### src/rtl/serial_word_receiver.sv
// Serial-to-parallel receiver: MSB-first framed bit stream into a single-entry valid/ready buffer.
// Optional even-parity trailer bit enabled by defining SWR_PARITY_EN.
module serial_word_receiver #(
  parameter int W = 8
) (
  input  logic         ck,
  input  logic         rst,
  input  logic         clr,
  input  logic         sIn,
  input  logic         sValid,
  input  logic         sStart,
  output logic [W-1:0] q,
  output logic         qValid,
  input  logic         qReady,
  output logic         busy,
  output logic         overrun
`ifdef SWR_PARITY_EN
  ,
  output logic         parErr
`endif
);

  localparam int CW = $clog2(W + 2);
`ifdef SWR_PARITY_EN
  localparam int LAST = W + 1;
`else
  localparam int LAST = W;
`endif

  typedef enum logic {IDLE, SHIFT} state_t;

  state_t         state_q, state_d;
  logic [CW-1:0]  cnt_q, cnt_d, cnt_inc;
  logic [W-1:0]   sr_q, sr_d, sr_shift, word;
  logic [W-1:0]   q_q, q_d;
  logic           qv_q, qv_d;
  logic           ovr_q, ovr_d;
  logic           done;
`ifdef SWR_PARITY_EN
  logic           perr_q, perr_d;
`endif

  always_ff @(posedge ck or posedge rst) begin
    if (rst) begin
      state_q <= IDLE;
      cnt_q   <= '0;
      sr_q    <= '0;
      q_q     <= '0;
      qv_q    <= 1'b0;
      ovr_q   <= 1'b0;
`ifdef SWR_PARITY_EN
      perr_q  <= 1'b0;
`endif
    end else begin
      state_q <= state_d;
      cnt_q   <= cnt_d;
      sr_q    <= sr_d;
      q_q     <= q_d;
      qv_q    <= qv_d;
      ovr_q   <= ovr_d;
`ifdef SWR_PARITY_EN
      perr_q  <= perr_d;
`endif
    end
  end

  always_comb begin
    state_d  = state_q;
    cnt_d    = cnt_q;
    sr_d     = sr_q;
    q_d      = q_q;
    qv_d     = qv_q;
    ovr_d    = ovr_q;
    done     = 1'b0;
    cnt_inc  = cnt_q + 1'b1;
    sr_shift = {sr_q[W-2:0], sIn};
`ifdef SWR_PARITY_EN
    perr_d   = perr_q;
    // Completion lands on the parity bit, so the word is already fully in sr.
    word     = sr_q;
`else
    word     = sr_shift;
`endif
    if (clr) begin
      state_d = IDLE;
      cnt_d   = '0;
      sr_d    = '0;
      q_d     = '0;
      qv_d    = 1'b0;
      ovr_d   = 1'b0;
`ifdef SWR_PARITY_EN
      perr_d  = 1'b0;
`endif
    end else begin
      if (sValid) begin
        if (sStart) begin
          // A start bit always (re)opens a frame, discarding any partial word.
          state_d = SHIFT;
          cnt_d   = CW'(1);
          sr_d    = sr_shift;
        end else if (state_q == SHIFT) begin
`ifdef SWR_PARITY_EN
          if (cnt_q != CW'(W)) sr_d = sr_shift;
`else
          sr_d = sr_shift;
`endif
          if (cnt_inc == CW'(LAST)) begin
            done    = 1'b1;
            state_d = IDLE;
            cnt_d   = '0;
`ifdef SWR_PARITY_EN
            if (sIn != ^sr_q) perr_d = 1'b1;
`endif
          end else begin
            cnt_d = cnt_inc;
          end
        end
      end
      if (done) begin
        if (!qv_q || qReady) begin
          q_d  = word;
          qv_d = 1'b1;
        end else begin
          ovr_d = 1'b1;
        end
      end else if (qv_q && qReady) begin
        qv_d = 1'b0;
      end
    end
  end

  assign q       = q_q;
  assign qValid  = qv_q;
  assign busy    = (state_q == SHIFT);
  assign overrun = ovr_q;
`ifdef SWR_PARITY_EN
  assign parErr  = perr_q;
`endif

endmodule

### config.mk
export PLATFORM = sky130hd
export DESIGN_NAME = serial_word_receiver
export DESIGN_NICKNAME = d
export VERILOG_FILES = /design/src/rtl/serial_word_receiver.sv
export SDC_FILE = /design/constraint.sdc
export NUM_CORES = 1
export LEC_CHECK = 0
export BUFFER_PORTS_ARGS = -buffer_cell sky130_fd_sc_hd__buf_4
export CAP_MARGIN = 15
export CORE_UTILIZATION = 53
export CTS_CLUSTER_DIAMETER = 150
export DETAILED_ROUTE_END_ITERATION = 8
export GPL_ROUTABILITY_DRIVEN = 0
export MAX_ROUTING_LAYER = met4
export PLACE_DENSITY = 0.76
export SLEW_MARGIN = 0
export SYNTH_ARGS = -nofsm -noshare
export SYNTH_HDL_FRONTEND = slang
export SYNTH_SLANG_ARGS = --single-unit
### constraint.sdc
create_clock -name ck -period 2.25 [get_ports ck]
set_input_delay 0.225 -clock ck [delete_from_list [all_inputs] [get_ports ck]]
set_output_delay 0.225 -clock ck [all_outputs]
set_load 0.05 [all_outputs]
=== Yosys cells after proc, flatten, opt, wreduce, memory -nomap -nowiden ===
Cells that the tools add are included.

* Logic and storage cells: 51
* Register bits after elaboration: 22
* Output and inout bits: 11
* Input port bits: 7

* Add/subtract/negate cells: 1
* Multiplexer cells: 29
* Reduce and logical (&&, ||, !) cells: 12
* Equal/unequal tests: 3

{| class="wikitable"
|+ Operator list
! operator !! number
|-
| $mux 7 || 4
|-
| $mux 8 || 3
|-
| $mux 4 || 5
|-
| $mux 1 || 17
|-
| $reduce_and 2->1 || 4
|-
| $reduce_bool 2->1 || 3
|-
| $reduce_bool 3->1 || 2
|-
| $add 4x1->4 const B || 1
|-
| $eq 4x4->1 const B || 1
|-
| $ne 3x2->1 const B || 1
|-
| $ne 2x2->1 const B || 1
|-
| $logic_and 1x1->1 || 1
|-
| $logic_not 1->1 || 1
|-
| $logic_or 1x1->1 || 1
|}

=== Logic depth before layout (Yosys ltp) ===
Gate-level depths: netlist (run 1).

* Word-level depth: 9
* Mapped depth: 7
* Gate-level depth less buffers: 6

=== Least setup slack after synthesis (run 1) ===
Ideal clock, no wire load.

* Kind: reg-to-reg
* From: reg cnt_q[0]
* To: reg q_q[0], in the netlist q[0]
* Path slack: 0.481 ns
* Clock period less this slack: 1.769 ns
* Library setup time: 0.123 ns
* Required time: 2.127 ns
* Path buffers: 1
* Data arrival time: 1.646 ns
* Cell stages (with the launch flop): 8
* Path through: dfrtp_1 -> ha_1 -> and2_1 -> a21o_1 -> a31o_2 -> nor3b_2 -> buf_6 -> mux2i_1

* Longest elaborated chain between the ends: 9

{| class="wikitable"
|+ Ends and longest elaborated chain
! item !! line !! RTL
|-
| from (decl) || 33 || <nowiki>logic [CW-1:0] cnt_q, cnt_d, cnt_inc;</nowiki>
|-
| from (signal assigned) || 56 || <nowiki>cnt_q <= cnt_d;</nowiki>
|-
| $add 4x1->4 || 75 || <nowiki>cnt_inc = cnt_q + 1'b1;</nowiki>
|-
| $eq 4x4->1 || 107 || <nowiki>if (cnt_inc == CW'(LAST)) begin</nowiki>
|-
| $mux 1 || 107 ||
|-
| $mux 1 || 101 || <nowiki>end else if (state_q == SHIFT) begin</nowiki>
|-
| $mux 1 || 96 || <nowiki>if (sStart) begin</nowiki>
|-
| $mux 1 || 95 || <nowiki>if (sValid) begin</nowiki>
|-
| $mux 1 || 84 || <nowiki>if (clr) begin</nowiki>
|-
| $reduce_bool 2->1 (no source line) || -- ||
|-
| $reduce_and 2->1 (no source line) || -- ||
|-
| to (signal assigned) || 58 || <nowiki>q_q <= q_d;</nowiki>
|-
| to (decl) || 35 || <nowiki>logic [W-1:0] q_q, q_d;</nowiki>
|}

No other way between the ends. The select of a mux whose other input is x is not followed.
A chain may end at the register's enable or synchronous reset.

=== Final worst setup path (run 1) ===
* From: reg cnt_q[0]
* To: reg q_q[1], in the netlist q[1]

Same word-level chain as after synthesis.

==> out/metrics.cfg, run 1 <==
[status]
status=finished, final reports clean

[cts]
clk_pin_slew_ns=0.13
clock_sinks=22
h-tree-depth=1
cts_buffers=3
cts_tree=yes
clkLatencyLatePin_ns=0.31
clock-root-buffer=clkbuf_4
ctsHoldBuffers=0
clock_path_buffers=2

[place]
dp_hpwl_mm=1.29
dpl_cell_area_sq_um=1200
port-buffer-count=17

[timing]
fmax_mhz=482
period_needed_ns=2.07
tns_ns=0
tightest_slew_ns=0.811
finalCritPeriodShare=0.922
slew_violations=0
clock_skew_ns=0.00982
finalSetupViolCount=0
hold_viol=0
slew_headroom=0.459
grt_setup_unrepaired=no

[die]
dieHeight_um=46.6
initial_core_util=0.586
core_sq_um=1800
rows=15
die_x_um=46.6
dieArea_sq_um=2170
ios=18

[critical_path]
cpMaxStageDelayCell=nor3b_4
cp_cell_sequence=ha_1 > and2_1 > a21o_1 > a31o_2 > nor3b_4 > mux2i_1
crit_type=reg -> reg
cp_max_fo=8
crit_path_end_kind=flip-flop
critPathArrivalTime_ns=2.32
cp_top_family=simple AND/OR/NAND/NOR gates
required_ns=2.49
crit_path_max_incr_delay_ns=0.52
critical_path_buf_inv_count=0
critPathLaunchType=flip-flop

[drt]
wl_per_cell_um=12.9
viasPerCell=5.29
via_count=773
drt_iter0_drc=10
drcViolationCount=0
dr.pass1.iters=4
ant_nets=0
routed_wl_mm=1.89

[synth]
synthMuxAreaShare=0.0853
yosysSeqAreaShare=0.521
yosys.area_share.simple=0.211
synth.ff_latch_count=22
synth_fp_nets=112
synth_compound_area_frac=0.122
synth_edf_count=0
synth-warning-count=0
synthFlopType=dfrtp_1
synth.avg_cell_area_sq_um=10.3
async_flop_share=1.00
syn_inst=103
synth_adder_area_share=0.0237
synth_cell_types=26
synth_top_family_by_area=simple AND/OR/NAND/NOR gates
synth-xor-area-share=0.00829
synth_area_sq_um=1060

[global_route]
first_global_vias=690
grt_remaining_overflow=0
grt_max_degree=25
grt_usage=0.208
grt_pass1_wl_mm=3.00
antenna_found_initial=0

[run]
maxCapViolCount=0

[layout]
diodes=0
final_cell_mix=dfrtp_1, buf_4, nand2b_1, nand2_1, o21ai_0
drive_above_1_share=0.223
final_common_cell=dfrtp_1
design_area_sq_um=1260
area_delta_synth_final_pct=19.2
fin_nets=131

[worst_hold_path]
hold_class=in -> async

[power]
powerDensity_nw_per_um2=608
vdd_drop_max_uv=434
p_leak_uw=0.000569

cell families after synthesis:
logic type	count (synthesis)
simple gates	42
compound gates	21
flops	22
buf+inv	6
mux	9
xor+xnor	1
fa+ha+maj	2
report_power, final:
part | switching [uW] | internal (uW) | total [uW]
clock | 120 | 180 | 300
combinational | 34.2 | 22.4 | 56.6
sequential | 6.17 | 403 | 409
flip-flops by register name (all words and copies together), names as in the netlist:
register,count
overrun,1
q,8
busy,1
qValid,1
cnt_q,4
sr_q,7
area by class of cell:
cell class | count | area (sq um)
multi-input combinational | 75 | 482
clock buffer | 3 | 22.5
inverter | 2 | 7.51
sequential | 22 | 551
fill | 151 | 543
clock inverter | 1 | 30.0
timing repair buffer | 18 | 135
tap | 25 | 31.3
Yosys cell counts (2+ instances only):
library cell / instances / area [sq um]
inv_1: 2 / 7.51
ha_1: 2 / 25.0
nor2_1: 6 / 22.5
nor3_1: 2 / 10.0
clkbuf_1: 3 / 11.3
nand2_1: 12 / 45.0
dfrtp_1: 22 / 551
o21ai_0: 11 / 55.1
a21oi_1: 3 / 15.0
mux2i_1: 9 / 90.1
nand2b_1: 16 / 100
layer usage:
layer,GRT usage,part of all wire,up-vias
met5,-,0,-
met4,0.103,0.015,0
met3,0.0235,0.025,4
met2,0.325,0.48,18
met1,0.266,0.48,367
li1,-,-,384
final timing paths:
kind	cells after the start	slack, ns	to	start
worst max-delay path	6	0.18	q[1]	cnt_q[0]
worst min-delay path	2	0.06	sr_q[0]	rst
worst max register to register	6	0.18	q[1]	cnt_q[0]
worst min register to register	2	0.50	sr_q[2]	sr_q[2]
max in group asynchronous	2	1.68	cnt_q[2]	rst
min in group ck	3	0.19	busy	sStart
per-stage QoR:
step,utilization,std cells,hold WS [ns],total power (uW),setup WS [ns]
after global placement,0.666,142,0.421,472,0.119
after global routing,0.699,146,0.131,792,0.0445
final,0.699,146,0.0574,765,0.175
after detailed placement,0.666,142,0.429,473,0.0445
after floorplan,-,103,0.214,451,0.481
after CTS,0.695,146,0.0628,776,0.0313
timing repair:
action,CTS,global route
endpoints found under the setup margin,0,8
buffers inserted,0,0
resized for setup,0,1
worst register-to-register path, cell delays in order, from the launching register on:
cell	delay [ns]
dfrtp_1	0.46
ha_1	0.25
and2_1	0.17
a21o_1	0.14
a31o_2	0.20
nor3b_4	0.52
mux2i_1	0.26
Note: power is estimated with default switching activity, not from simulation.
==> run 2, diff against run 1 <==
Settings changed: CORE_UTILIZATION 53 to 48, SKIP_CTS_REPAIR_TIMING from default to 1.
Clock period 2.25 ns to 1.9 ns, I/O delays scaled along.
==> out/metrics.cfg, run 2 (synthesized netlist as in run 1, its figures left out) <==
[critical_path]
critPathArrivalTime_ns=2.02
cp_max_fo=4
reg2reg_to=busy
required_ns=2.14
r2r_cells=7
crit_path_end_kind=flip-flop
r2r_start=cnt_q[0]
r2r_slack_ns=0.12
critPathLaunchType=flip-flop
crit_type=reg -> reg

[layout]
fin_nets=141
final_common_cell=buf_4
drive_above_1_share=0.277
fin_util=0.655
nFillCells=168
area_delta_synth_final_pct=25.4
diodes=0
final_cell_mix=buf_4, dfrtp_1, nand2b_1, nand2_1, o21ai_0
largest_reg_flops=8

[die]
core_sq_um=2020
dieArea_sq_um=2390
dieHeight_um=48.9
initial_core_util=0.522
die_x_um=48.9
rows=16
ios=18

[drt]
ant_nets=0
via_count=806
drcViolationCount=0
dr.pass1.iters=4
routed_wl_mm=2.02
wl_per_cell_um=12.9
drt_iter0_drc=9
viasPerCell=5.13

[timing]
tightest_slew_ns=0.307
finalCritPeriodShare=0.937
fmax_mhz=562
slew_headroom=0.793
finalSetupViolCount=0
grt_setup_unrepaired=no
period_needed_ns=1.78
tns_ns=0
clock_skew_ns=0.00475
slew_violations=0
hold_viol=0

[power]
p_leak_uw=0.000607
vdd_drop_max_uv=452
powerDensity_nw_per_um2=581

[place]
port-buffer-count=17
dp_hpwl_mm=1.40

[cts]
clock_sinks=22
h-tree-depth=1
cts_tree=yes
clkLatencyLatePin_ns=0.31
cts_buffers=3
clock-root-buffer=clkbuf_4
clk_pin_slew_ns=0.11
clock_path_buffers=2

[global_route]
antenna_found_initial=0
grt_pass1_wl_mm=3.51
grt_usage=0.201
grt_remaining_overflow=0
first_global_vias=810
grt_max_degree=25

[status]
status=finished, final reports clean

[worst_hold_path]
hold_class=in -> reg
hp-start=sStart
hold_depth=3
holdPathEnd=busy

[run]
maxCapViolCount=0

run 2: final cells by class:
type / instances / area (sq um) / area share
Inverter: 2 / 7.51 / 0.00567
Timing Repair Buffer: 28 / 225 / 0.170
Sequential cell: 22 / 551 / 0.416
Tap cell: 27 / 33.8 / 0.0255
Multi-Input combinational cell: 75 / 484 / 0.366
Clock buffer: 3 / 22.5 / 0.0170
run 2: routing by layer:
layer | GRT usage | wire length [um] | up-vias
met5 | - | 0 | -
met4 | 0.118 | 42 | 0
met3 | 0.0280 | 58 | 5
met2 | 0.301 | 984 | 20
met1 | 0.261 | 934 | 373
li1 | - | - | 408
run 2: how the worst max path moves through the flow:
stage	cells past startpoint	endpoint	from	slack (ns)
floorplan	7	q[0]	cnt_q[0]	0.13
global placement	6	q[1]	cnt_q[0]	-0.10
detailed placement	6	q[6]	cnt_q[0]	-0.17
CTS	6	q[1]	cnt_q[0]	-0.21
global route	7	busy	cnt_q[0]	0.02
finish	7	busy	cnt_q[0]	0.12
run 2: power breakdown:
group / internal (uW) / switching [uW] / leakage (uW) / total, uW
registers: 477 / 6.34 / 0.000304 / 483
logic: 33.8 / 44.2 / 0.000289 / 78.1
clock network: 74.1 / 134 / 0.0000138 / 208
run 2: worst max-delay path, cell delays in order, from the launching register on:
cell     delay, ns
dfrtp_1       0.42
ha_2          0.22
and2_1        0.16
a21o_1        0.18
a31o_2        0.25
buf_4         0.14
a21o_2        0.20
a21oi_1       0.13
run 2: per-stage QoR:
stage / worst slack (ns) / std cells / hold WS (ns) / instance area [sq um] / total power [uW]
4_1_cts: -0.212 / 154 / -0.0927 / 1280 / 774
3_3_place_gp: -0.103 / 151 / 0.240 / 1250 / 563
5_1_grt: 0.0233 / 157 / 0.158 / 1320 / 805
3_5_place_dp: -0.172 / 151 / 0.254 / 1250 / 566
2_1_floorplan: 0.131 / 103 / 0.179 / 1060 / 534
6_report: 0.119 / 157 / 0.142 / 1320 / 769
